--- config.mk ---
export PLATFORM = sky130hd
export DESIGN_NAME = regfile_wb_ctrl_flat
export DESIGN_NICKNAME = d
export VERILOG_FILES = /design/src/rtl/regfile_wb_ctrl_if.sv /design/src/rtl/regfile_wb_ctrl.sv /design/src/flat_wrapper.sv
export SDC_FILE = /design/constraint.sdc
export NUM_CORES = 1
export LEC_CHECK = 0
export BUFFER_PORTS_ARGS = -buffer_cell sky130_fd_sc_hd__buf_2
export CAP_MARGIN = 10
export CORE_MARGIN = 8
export CORE_UTILIZATION = 45
export CTS_BUF_LIST = sky130_fd_sc_hd__clkbuf_8
export CTS_CLUSTER_SIZE = 10
export DETAILED_ROUTE_END_ITERATION = 12
export HOLD_SLACK_MARGIN = 0.02
export PLACE_DENSITY = 0.73
export SYNTH_ARGS = -nofsm -noshare
export SYNTH_HDL_FRONTEND = slang
export SYNTH_SLANG_ARGS = --single-unit
--- constraint.sdc ---
create_clock -name clk -period 3.5 [get_ports clk]
set_input_delay 0.175 -clock clk [delete_from_list [all_inputs] [get_ports clk]]
set_output_delay 0.175 -clock clk [all_outputs]
set_load 0.005 [all_outputs]
--- src/rtl/regfile_wb_ctrl_if.sv ---
// regfile_wb_ctrl_if: ALU/load/query/writeback signal bundle for the writeback controller
interface regfile_wb_ctrl_if;
    logic        alu_valid;
    logic [4:0]  alu_rd;
    logic [31:0] alu_data;
    logic        ld_issue;
    logic [4:0]  ld_issue_rd;
    logic        ld_valid;
    logic [4:0]  ld_rd;
    logic [31:0] ld_data;
    logic        ld_ready;
    logic [4:0]  rs1;
    logic [4:0]  rs2;
    logic [4:0]  rdq;
    logic        rs1_busy;
    logic        rs2_busy;
    logic        rdq_busy;
    logic [5:0]  wb_rd;
    logic        wb_en;
    logic [31:0] wb_data;

    modport master (
        output alu_valid, alu_rd, alu_data,
        output ld_issue, ld_issue_rd,
        output ld_valid, ld_rd, ld_data,
        output rs1, rs2, rdq,
        input  ld_ready, rs1_busy, rs2_busy, rdq_busy,
        input  wb_rd, wb_en, wb_data
    );

    modport slave (
        input  alu_valid, alu_rd, alu_data,
        input  ld_issue, ld_issue_rd,
        input  ld_valid, ld_rd, ld_data,
        input  rs1, rs2, rdq,
        output ld_ready, rs1_busy, rs2_busy, rdq_busy,
        output wb_rd, wb_en, wb_data
    );
endinterface

--- src/rtl/regfile_wb_ctrl.sv ---
// regfile_wb_ctrl: merges ALU results and buffered load returns into one registered regfile write stream, tracks pending load destinations
module regfile_wb_ctrl #(
    parameter int LQ_DEPTH = 2
) (
    input logic              clk,
    input logic              rst_n,
    regfile_wb_ctrl_if.slave bus
);
    localparam int PW = $clog2(LQ_DEPTH);
    localparam int CW = PW + 1;
    localparam logic [CW-1:0] FULL = CW'(LQ_DEPTH);

    logic [4:0]    q_rd   [LQ_DEPTH];
    logic [31:0]   q_data [LQ_DEPTH];
    logic [PW-1:0] wptr;
    logic [PW-1:0] rptr;
    logic [CW-1:0] count;
    logic [31:0]   pend;
    logic          wb_load;
    logic          push;
    logic          pop;
    logic          alu_win;
    logic [31:0]   set_mask;
    logic [31:0]   clr_mask;

    assign bus.ld_ready = rst_n && count != FULL;
    assign push         = bus.ld_valid && bus.ld_ready && bus.ld_rd != 5'd0;
    assign alu_win      = bus.alu_valid && bus.alu_rd != 5'd0;
    assign pop          = !alu_win && count != '0;
    assign set_mask     = (bus.ld_issue && bus.ld_issue_rd != 5'd0) ? (32'd1 << bus.ld_issue_rd) : '0;
    assign clr_mask     = (bus.wb_en && wb_load) ? (32'd1 << bus.wb_rd[4:0]) : '0;
    assign bus.rs1_busy = bus.rs1 != 5'd0 && pend[bus.rs1];
    assign bus.rs2_busy = bus.rs2 != 5'd0 && pend[bus.rs2];
    assign bus.rdq_busy = bus.rdq != 5'd0 && pend[bus.rdq];

    // load-return storage; contents are only meaningful below count, so no reset
    always_ff @(posedge clk) begin
        if (push) begin
            q_rd[wptr]   <= bus.ld_rd;
            q_data[wptr] <= bus.ld_data;
        end
    end

    // FIFO pointers and occupancy; push and pop together leave count unchanged
    always_ff @(posedge clk or negedge rst_n) begin
        if (!rst_n) begin
            wptr  <= '0;
            rptr  <= '0;
            count <= '0;
        end else begin
            wptr  <= push ? wptr + PW'(1) : wptr;
            rptr  <= pop ? rptr + PW'(1) : rptr;
            count <= (push && !pop) ? count + CW'(1) : (!push && pop) ? count - CW'(1) : count;
        end
    end

    // pending-load scoreboard; a set at the same edge as a clear wins
    always_ff @(posedge clk or negedge rst_n) begin
        if (!rst_n) begin
            pend <= '0;
        end else begin
            pend <= ((pend & ~clr_mask) | set_mask) & 32'hFFFF_FFFE;
        end
    end

    // registered write port: ALU has priority, otherwise drain the load buffer
    always_ff @(posedge clk or negedge rst_n) begin
        if (!rst_n) begin
            bus.wb_en   <= 1'b0;
            bus.wb_rd   <= '0;
            bus.wb_data <= '0;
            wb_load     <= 1'b0;
        end else if (alu_win) begin
            bus.wb_en   <= 1'b1;
            bus.wb_rd   <= {1'b0, bus.alu_rd};
            bus.wb_data <= bus.alu_data;
            wb_load     <= 1'b0;
        end else if (pop) begin
            bus.wb_en   <= 1'b1;
            bus.wb_rd   <= {1'b0, q_rd[rptr]};
            bus.wb_data <= q_data[rptr];
            wb_load     <= 1'b1;
        end else begin
            bus.wb_en   <= 1'b0;
            wb_load     <= 1'b0;
        end
    end
endmodule

--- src/flat_wrapper.sv ---
// flat-port wrapper written by rule: the top's interface ports become plain ports
module regfile_wb_ctrl_flat 
#(
    parameter int LQ_DEPTH = 2
)
  (clk, rst_n, bus_alu_valid, bus_alu_rd, bus_alu_data, bus_ld_issue, bus_ld_issue_rd, bus_ld_valid, bus_ld_rd, bus_ld_data, bus_rs1, bus_rs2, bus_rdq, bus_ld_ready, bus_rs1_busy, bus_rs2_busy, bus_rdq_busy, bus_wb_rd, bus_wb_en, bus_wb_data);
  regfile_wb_ctrl_if bus_i ();
  input logic clk;
  input logic rst_n;
  input wire logic [$bits(bus_i.alu_valid)-1:0] bus_alu_valid;
  input wire logic [$bits(bus_i.alu_rd)-1:0] bus_alu_rd;
  input wire logic [$bits(bus_i.alu_data)-1:0] bus_alu_data;
  input wire logic [$bits(bus_i.ld_issue)-1:0] bus_ld_issue;
  input wire logic [$bits(bus_i.ld_issue_rd)-1:0] bus_ld_issue_rd;
  input wire logic [$bits(bus_i.ld_valid)-1:0] bus_ld_valid;
  input wire logic [$bits(bus_i.ld_rd)-1:0] bus_ld_rd;
  input wire logic [$bits(bus_i.ld_data)-1:0] bus_ld_data;
  input wire logic [$bits(bus_i.rs1)-1:0] bus_rs1;
  input wire logic [$bits(bus_i.rs2)-1:0] bus_rs2;
  input wire logic [$bits(bus_i.rdq)-1:0] bus_rdq;
  output wire logic [$bits(bus_i.ld_ready)-1:0] bus_ld_ready;
  output wire logic [$bits(bus_i.rs1_busy)-1:0] bus_rs1_busy;
  output wire logic [$bits(bus_i.rs2_busy)-1:0] bus_rs2_busy;
  output wire logic [$bits(bus_i.rdq_busy)-1:0] bus_rdq_busy;
  output wire logic [$bits(bus_i.wb_rd)-1:0] bus_wb_rd;
  output wire logic [$bits(bus_i.wb_en)-1:0] bus_wb_en;
  output wire logic [$bits(bus_i.wb_data)-1:0] bus_wb_data;
  assign bus_i.alu_valid = bus_alu_valid;
  assign bus_i.alu_rd = bus_alu_rd;
  assign bus_i.alu_data = bus_alu_data;
  assign bus_i.ld_issue = bus_ld_issue;
  assign bus_i.ld_issue_rd = bus_ld_issue_rd;
  assign bus_i.ld_valid = bus_ld_valid;
  assign bus_i.ld_rd = bus_ld_rd;
  assign bus_i.ld_data = bus_ld_data;
  assign bus_i.rs1 = bus_rs1;
  assign bus_i.rs2 = bus_rs2;
  assign bus_i.rdq = bus_rdq;
  assign bus_ld_ready = bus_i.ld_ready;
  assign bus_rs1_busy = bus_i.rs1_busy;
  assign bus_rs2_busy = bus_i.rs2_busy;
  assign bus_rdq_busy = bus_i.rdq_busy;
  assign bus_wb_rd = bus_i.wb_rd;
  assign bus_wb_en = bus_i.wb_en;
  assign bus_wb_data = bus_i.wb_data;
  regfile_wb_ctrl #(.LQ_DEPTH(LQ_DEPTH)) u_core (.clk(clk), .rst_n(rst_n), .bus(bus_i));
endmodule
## After elaboration in Yosys (flattened, before gate mapping)

Memories as Yosys holds them, arrays and structs flattened.
Index checks and enable logic that the tools add are counted.

| cells by class | value |
|---|---|
| equality and inequality tests | 1 |
| reduce and logical (&&, ||, !) cells | 24 |
| add/sub/neg operators | 4 |
| order comparisons | 3 |
| bitwise operators | 3 |
| shift operators | 2 |
| muxes and demuxes | 19 |

Operator list:

| operator | count |
|---|---|
| 2-to-1 mux 32 bit | 4 |
| << shifter 1 x 5 -> 32 bit (first input constant) | 2 |
| AND 32 bit | 1 |
| inverter 32 bit | 1 |
| bitwise OR 32 bit | 1 |
| nonzero test 5 bit | 6 |
| < comparator 5 x 6 -> 1 bit (second input constant) | 3 |
| binary-select mux 1 bit (select 5 bit) | 3 |
| logical AND 1 bit | 12 |
| 2-to-1 mux 6 bit | 2 |
| 2-to-1 mux 1 bit | 8 |
| nonzero test 2 bit | 3 |
| 2-to-1 mux 2 bit | 2 |
| logical NOT 1 bit | 3 |
| adder 1 bit (second input constant) | 2 |
| adder 2 x 1 -> 2 bit (second input constant) | 1 |
| != test 2 bit (second input constant) | 1 |
| subtractor 2 x 1 -> 2 bit (second input constant) | 1 |

| word-level totals | value |
|---|---|
| memory bits (writable) | 74 |
| bits of input ports | 99 |
| register bits | 75 |
| memories | 2 |
| output and inout port bits | 43 |

Memories:

| name | depth | bits a word | rd ports | clocked after memory_dff | wr ports | line | RTL |
|---|---|---|---|---|---|---|---|
| u_core.q_data | 2 | 32 | 1 | 0 | 1 | regfile_wb_ctrl.sv:14 | `logic [31:0] q_data [LQ_DEPTH];` |
| u_core.q_rd | 2 | 5 | 1 | 0 | 1 | regfile_wb_ctrl.sv:13 | `logic [4:0] q_rd [LQ_DEPTH];` |

## Depth between registers and ports, before layout

| depth | value |
|---|---|
| depth after elaboration | 8 |
| mapped depth | 8 |
| gate-level depth less buffers | 8 |

## Least setup slack after synthesis

No wires, ideal clock.

| path | value |
|---|---|
| path type | reg2reg |
| start point | reg u_core.count[0] |
| end point | mem u_core.q_data[0][0], enable pin |
| data arrival time | 2.712 ns |
| stages on the path, launching flop included | 6 |
| setup slack | 0.353 ns |
| data required time | 3.064 ns |
| path buffers | 0 |
| cells stage by stage | dfrtp_1 -> inv_1 -> a21boi_0 -> nand2_1 -> a21oi_1 -> nor2b_1 |

| on the way | value |
|---|---|
| word-level cells in the longest chain between the ends | 6 |

RTL lines:

| element | line | RTL |
|---|---|---|
| start, declared | regfile_wb_ctrl.sv:17 | `logic [CW-1:0] count;` |
| start signal, assigned | regfile_wb_ctrl.sv:53 | `count <= (push && !pop) ? count + CW'(1) : (!push && pop) ? count - CW'(1) : count;` |
| != test 2 bit | regfile_wb_ctrl.sv:26 | `assign bus.ld_ready = rst_n && count != FULL;` |
| logical AND 1 bit | regfile_wb_ctrl.sv:26 |  |
| net bus_ld_ready | flat_wrapper.sv:21 | `output wire logic [$bits(bus_i.ld_ready)-1:0] bus_ld_ready;` |
| logical AND 1 bit (2 in a row) | regfile_wb_ctrl.sv:27 | `assign push = bus.ld_valid && bus.ld_ready && bus.ld_rd != 5'd0;` |
| net u_core.push | regfile_wb_ctrl.sv:20 | `logic push;` |
| 2-to-1 mux 1 bit | regfile_wb_ctrl.sv:38 | `if (push) begin` |
| 2-to-1 mux 1 bit (implied by the code) | regfile_wb_ctrl.sv:40 | `q_data[wptr] <= bus.ld_data;` |
| end, declared | regfile_wb_ctrl.sv:14 |  |

The timed path passes the listed nets, and every way through them passes these cells.

## Worst setup path after layout

| path | value |
|---|---|
| start point | reg u_core.count[0] |
| end point | mem u_core.q_data[0][30], enable pin |

| on the way | value |
|---|---|
| word-level cells in the longest chain between the ends | 6 |

RTL lines:

| element | line |
|---|---|
| != test 2 bit | regfile_wb_ctrl.sv:26 |
| logical AND 1 bit | regfile_wb_ctrl.sv:26 |
| logical AND 1 bit (2 in a row) | regfile_wb_ctrl.sv:27 |
| net u_core.push | regfile_wb_ctrl.sv:20 |
| 2-to-1 mux 1 bit | regfile_wb_ctrl.sv:38 |
| 2-to-1 mux 1 bit (implied by the code) | regfile_wb_ctrl.sv:40 |

The timed path passes the listed nets, and every way through them passes these cells.

==> impl_metrics.toml <==
[outcome]
outcome = "finished clean"

[place]
dp_slack_ns = 1.05
place_area_um2 = 7580
place_congestion = 0.885
dp_hpwl_um = 12700
port_buffers = 140

[sta]
finalCritPeriodShare_pct = 71.7
holdWs_ns = 0.0488
clock.fmax_mhz = 398
fin_crit_ns = 2.51
fin_skew_ns = 0.0150
fin_tns_setup_ns = 0
setup_violations = 0
finalHoldViolations = 0
rsz0062_at_grt = "no"
fin_ws_ns = 0.990
max-slew-margin-rel_pct = 23.5
worstMarginPinSlew_ns = 1.15
drv_slew = 0

[cts]
clock_latency_ns = 0.45
tritoncts = "yes"
numCtsBuffers = 17
htree_levels = 4
clk_path_buf_depth = 2
clk_pin_slew_ns = 0.08
root_buffer = "clkbuf_8"
clock_sinks = 148

[die]
start_util_pct = 46.2
ios = 142
rows = 44
die_h_um = 138
die_w_um = 138
core_area_um2 = 14600
dieArea_um2 = 19100

[detailed_routing]
via_per_inst = 5.66
drt_iter0_drc = 304
ant_nets = 0
finalWirelength_um = 19500
vias = 5625
drcViolationCount = 0
wl_per_cell_um = 19.6
firstDrtPassIters = 5

[finish]
nets = 893
area_growth_pct = 30.7
utilization_pct = 60.4
final_area_um2 = 8810
layout-drive-gt1-share_pct = 23.9

[synthesis]
seq_area_frac_synth_pct = 60.5
avgSynthCellArea_um2 = 11.6
synth-edff-count = 74
ys_ff_latch = 148
synth-warning-count = 0
yosysUniqueCellTypes = 38
synth_nets = 683
async_flop_share_pct = 50.0
synthesis.area_um2 = 6740
synth_flop_cell = "edfxtp_1"
netlist_instances = 583

[worst_setup_path]
end_kind = "register"
worst-path-max-fanout = 21
crit_required_ns = 3.62
worst_ep_arrival_time_ns = 2.63
startpoint_type = "register"
rr_worst_depth = 6
crit_type = "register to register"

[min_path]
whs_path_depth = 3
hold_path.class = "input pin to register"

[power]
pwr_density_cell_nw_per_um2 = 677
swShare_pct = 34.3
combPwrFrac_pct = 28.8
p_leak_nw = 3.64
ir_worst_vdd_mv = 0.394
pwr-share-clk_pct = 24.8
p_sw_mw = 2.04
seq_power_share_pct = 46.4
cellInternalPower_mw = 3.92

[global_route]
antenna_found_initial = 4
grt_max_degree = 75
gr-total-overflow = 0
grtUsageTotal_pct = 20.0
grt_pass1_wl_um = 30900
grt_pass1_vias = 6024

[flow_run]
maxCapViolations = 0
==> cells in the mapped netlist, types with 3 or more instances <==
library cell	number	share of area [%]
xor2_1	3	0.39
mux2i_1	64	9.5
edfxtp_1	74	33
a21oi_1	44	3.3
nand3_1	6	0.45
a221oi_1	12	1.6
nor2_1	45	2.5
a2111oi_0	12	1.6
nand4b_1	3	0.39
clkbuf_1	12	0.67
nand3b_1	8	0.89
o21ai_0	98	7.3
or3_1	3	0.28
nand2_1	50	2.8
dfrtp_1	74	27
or3b_2	3	0.39
and2_1	4	0.37
nor2b_1	19	1.8
buf_2	15	1.1
nand2b_1	4	0.37
inv_1	6	0.33
mux4_2	3	1.0
mux2_2	3	0.50
nand4_1	4	0.37
==> per-layer routing <==
metal	GRT usage [%]	vias to the layer above	share of wire [%]
met4	10.5	2	4.1
met1	21.7	2721	38
met2	34.9	260	51
li1	-	2579	-
met5	0	-	0.051
met3	5.75	63	6.9
==> flip-flops by register name, indices dropped and copies added, names as in the netlist <==
register            count
u_core.bus.wb_data     32
u_core.wb_load          1
u_core.bus.wb_rd        5
u_core.rptr             1
u_core.q_rd            10
u_core.wptr             1
u_core.count            2
u_core.bus.wb_en        1
u_core.q_data          64
u_core.pend            31
==> timing repair <==
action / in CTS / in global routing
endpoints found under the setup margin: 0 / 0
hold buffers: 77 / 0
resized for setup: 0 / 0
hold endpoints to repair: 150 / 0
buffers inserted: 0 / 0
==> cells by family (layout without fill, tap and decap cells) <==
logic type / Yosys count / after routing / share of synthesized area, %
other cells: 1 / 4 / 0.0557
flops: 148 / 148 / 60.5
compound gates: 169 / 169 / 14.0
fa+ha+maj: 1 / 1 / 0.186
simple gates: 153 / 153 / 11.0
buf+inv: 36 / 259 / 2.45
mux: 70 / 70 / 11.0
xor+xnor: 5 / 5 / 0.762
==> final timing paths <==
check                                       from                endpoint  slack, ns
max                              u_core.count[0]    u_core.q_data[0][30]       0.99
min                                bus_alu_valid     u_core.bus.wb_rd[2]       0.05
max reg2reg                      u_core.count[0]    u_core.q_data[0][30]       0.99
min reg2reg                u_core.bus.wb_data[7]   u_core.bus.wb_data[7]       0.56
max in group asynchronous                  rst_n             u_core.rptr       2.29
min in group asynchronous                  rst_n  u_core.bus.wb_data[17]       0.52
==> critical path: stages, from the launching register on <==
cell and delay [ns]:
dfrtp_1 0.47, inv_1 0.06, a21boi_0 0.24, nand2_1 0.10, a21oi_1 0.35, nor2b_4 0.55, buf_4 0.40
==> through the flow <==
stage	power, mW	std cells
4_1_cts	5.94	990
3_5_place_dp	4.40	881
5_1_grt	6.29	993
2_1_floorplan	3.73	583
3_3_place_gp	4.32	881
6_report	5.96	993
==> final cells by class <==
type                       count  area [um2]
fill                        1113        5780
clock inverter                12         176
antenna                        3        7.51
timing repair buffer         221        1500
multi-input combinational    399        2510
inverter                       6        22.5
sequential                   148        4080
tap                          184         230
clock buffer                  20         275
==> power by group through the flow <==
stage	Sequential (mW)	Clock, mW	Combinational, mW
global placement	2.75	0	1.56
floorplan	2.55	0	1.18
CTS	2.75	1.49	1.70
finish	2.76	1.48	1.72
detailed placement	2.78	0	1.62
global route	2.82	1.57	1.90
==> layout by cell type, fill, tap and decap left out, types with 2 or more instances in the layout <==
| cell type | instances |
|---|---|
| dlygate4sd3_1 | 77 |
| clkinvlp_4 | 2 |
| dfrtp_1 | 73 |
| nor2_1 | 44 |
| and2_1 | 3 |
| buf_4 | 5 |
| mux4_2 | 3 |
| inv_1 | 6 |
| clkinv_2 | 3 |
| nand3_1 | 6 |
| buf_2 | 139 |
| diode_2 | 3 |
| clkinv_4 | 2 |
| nand4_1 | 4 |
| nand3b_1 | 8 |
| bufinv_16 | 4 |
| nor2b_1 | 18 |
| xor2_1 | 3 |
| edfxtp_1 | 74 |
| nand2b_1 | 4 |
| mux2i_1 | 64 |
| or3_1 | 3 |
| mux2_2 | 3 |
| a221oi_1 | 12 |
| a2111oi_0 | 12 |
| or3b_2 | 3 |
| a21oi_1 | 44 |
| nand4b_1 | 3 |
| clkbuf_8 | 20 |
| nand2_1 | 50 |
| o21ai_0 | 98 |
No activity file was read; power rests on OpenSTA's default activity.
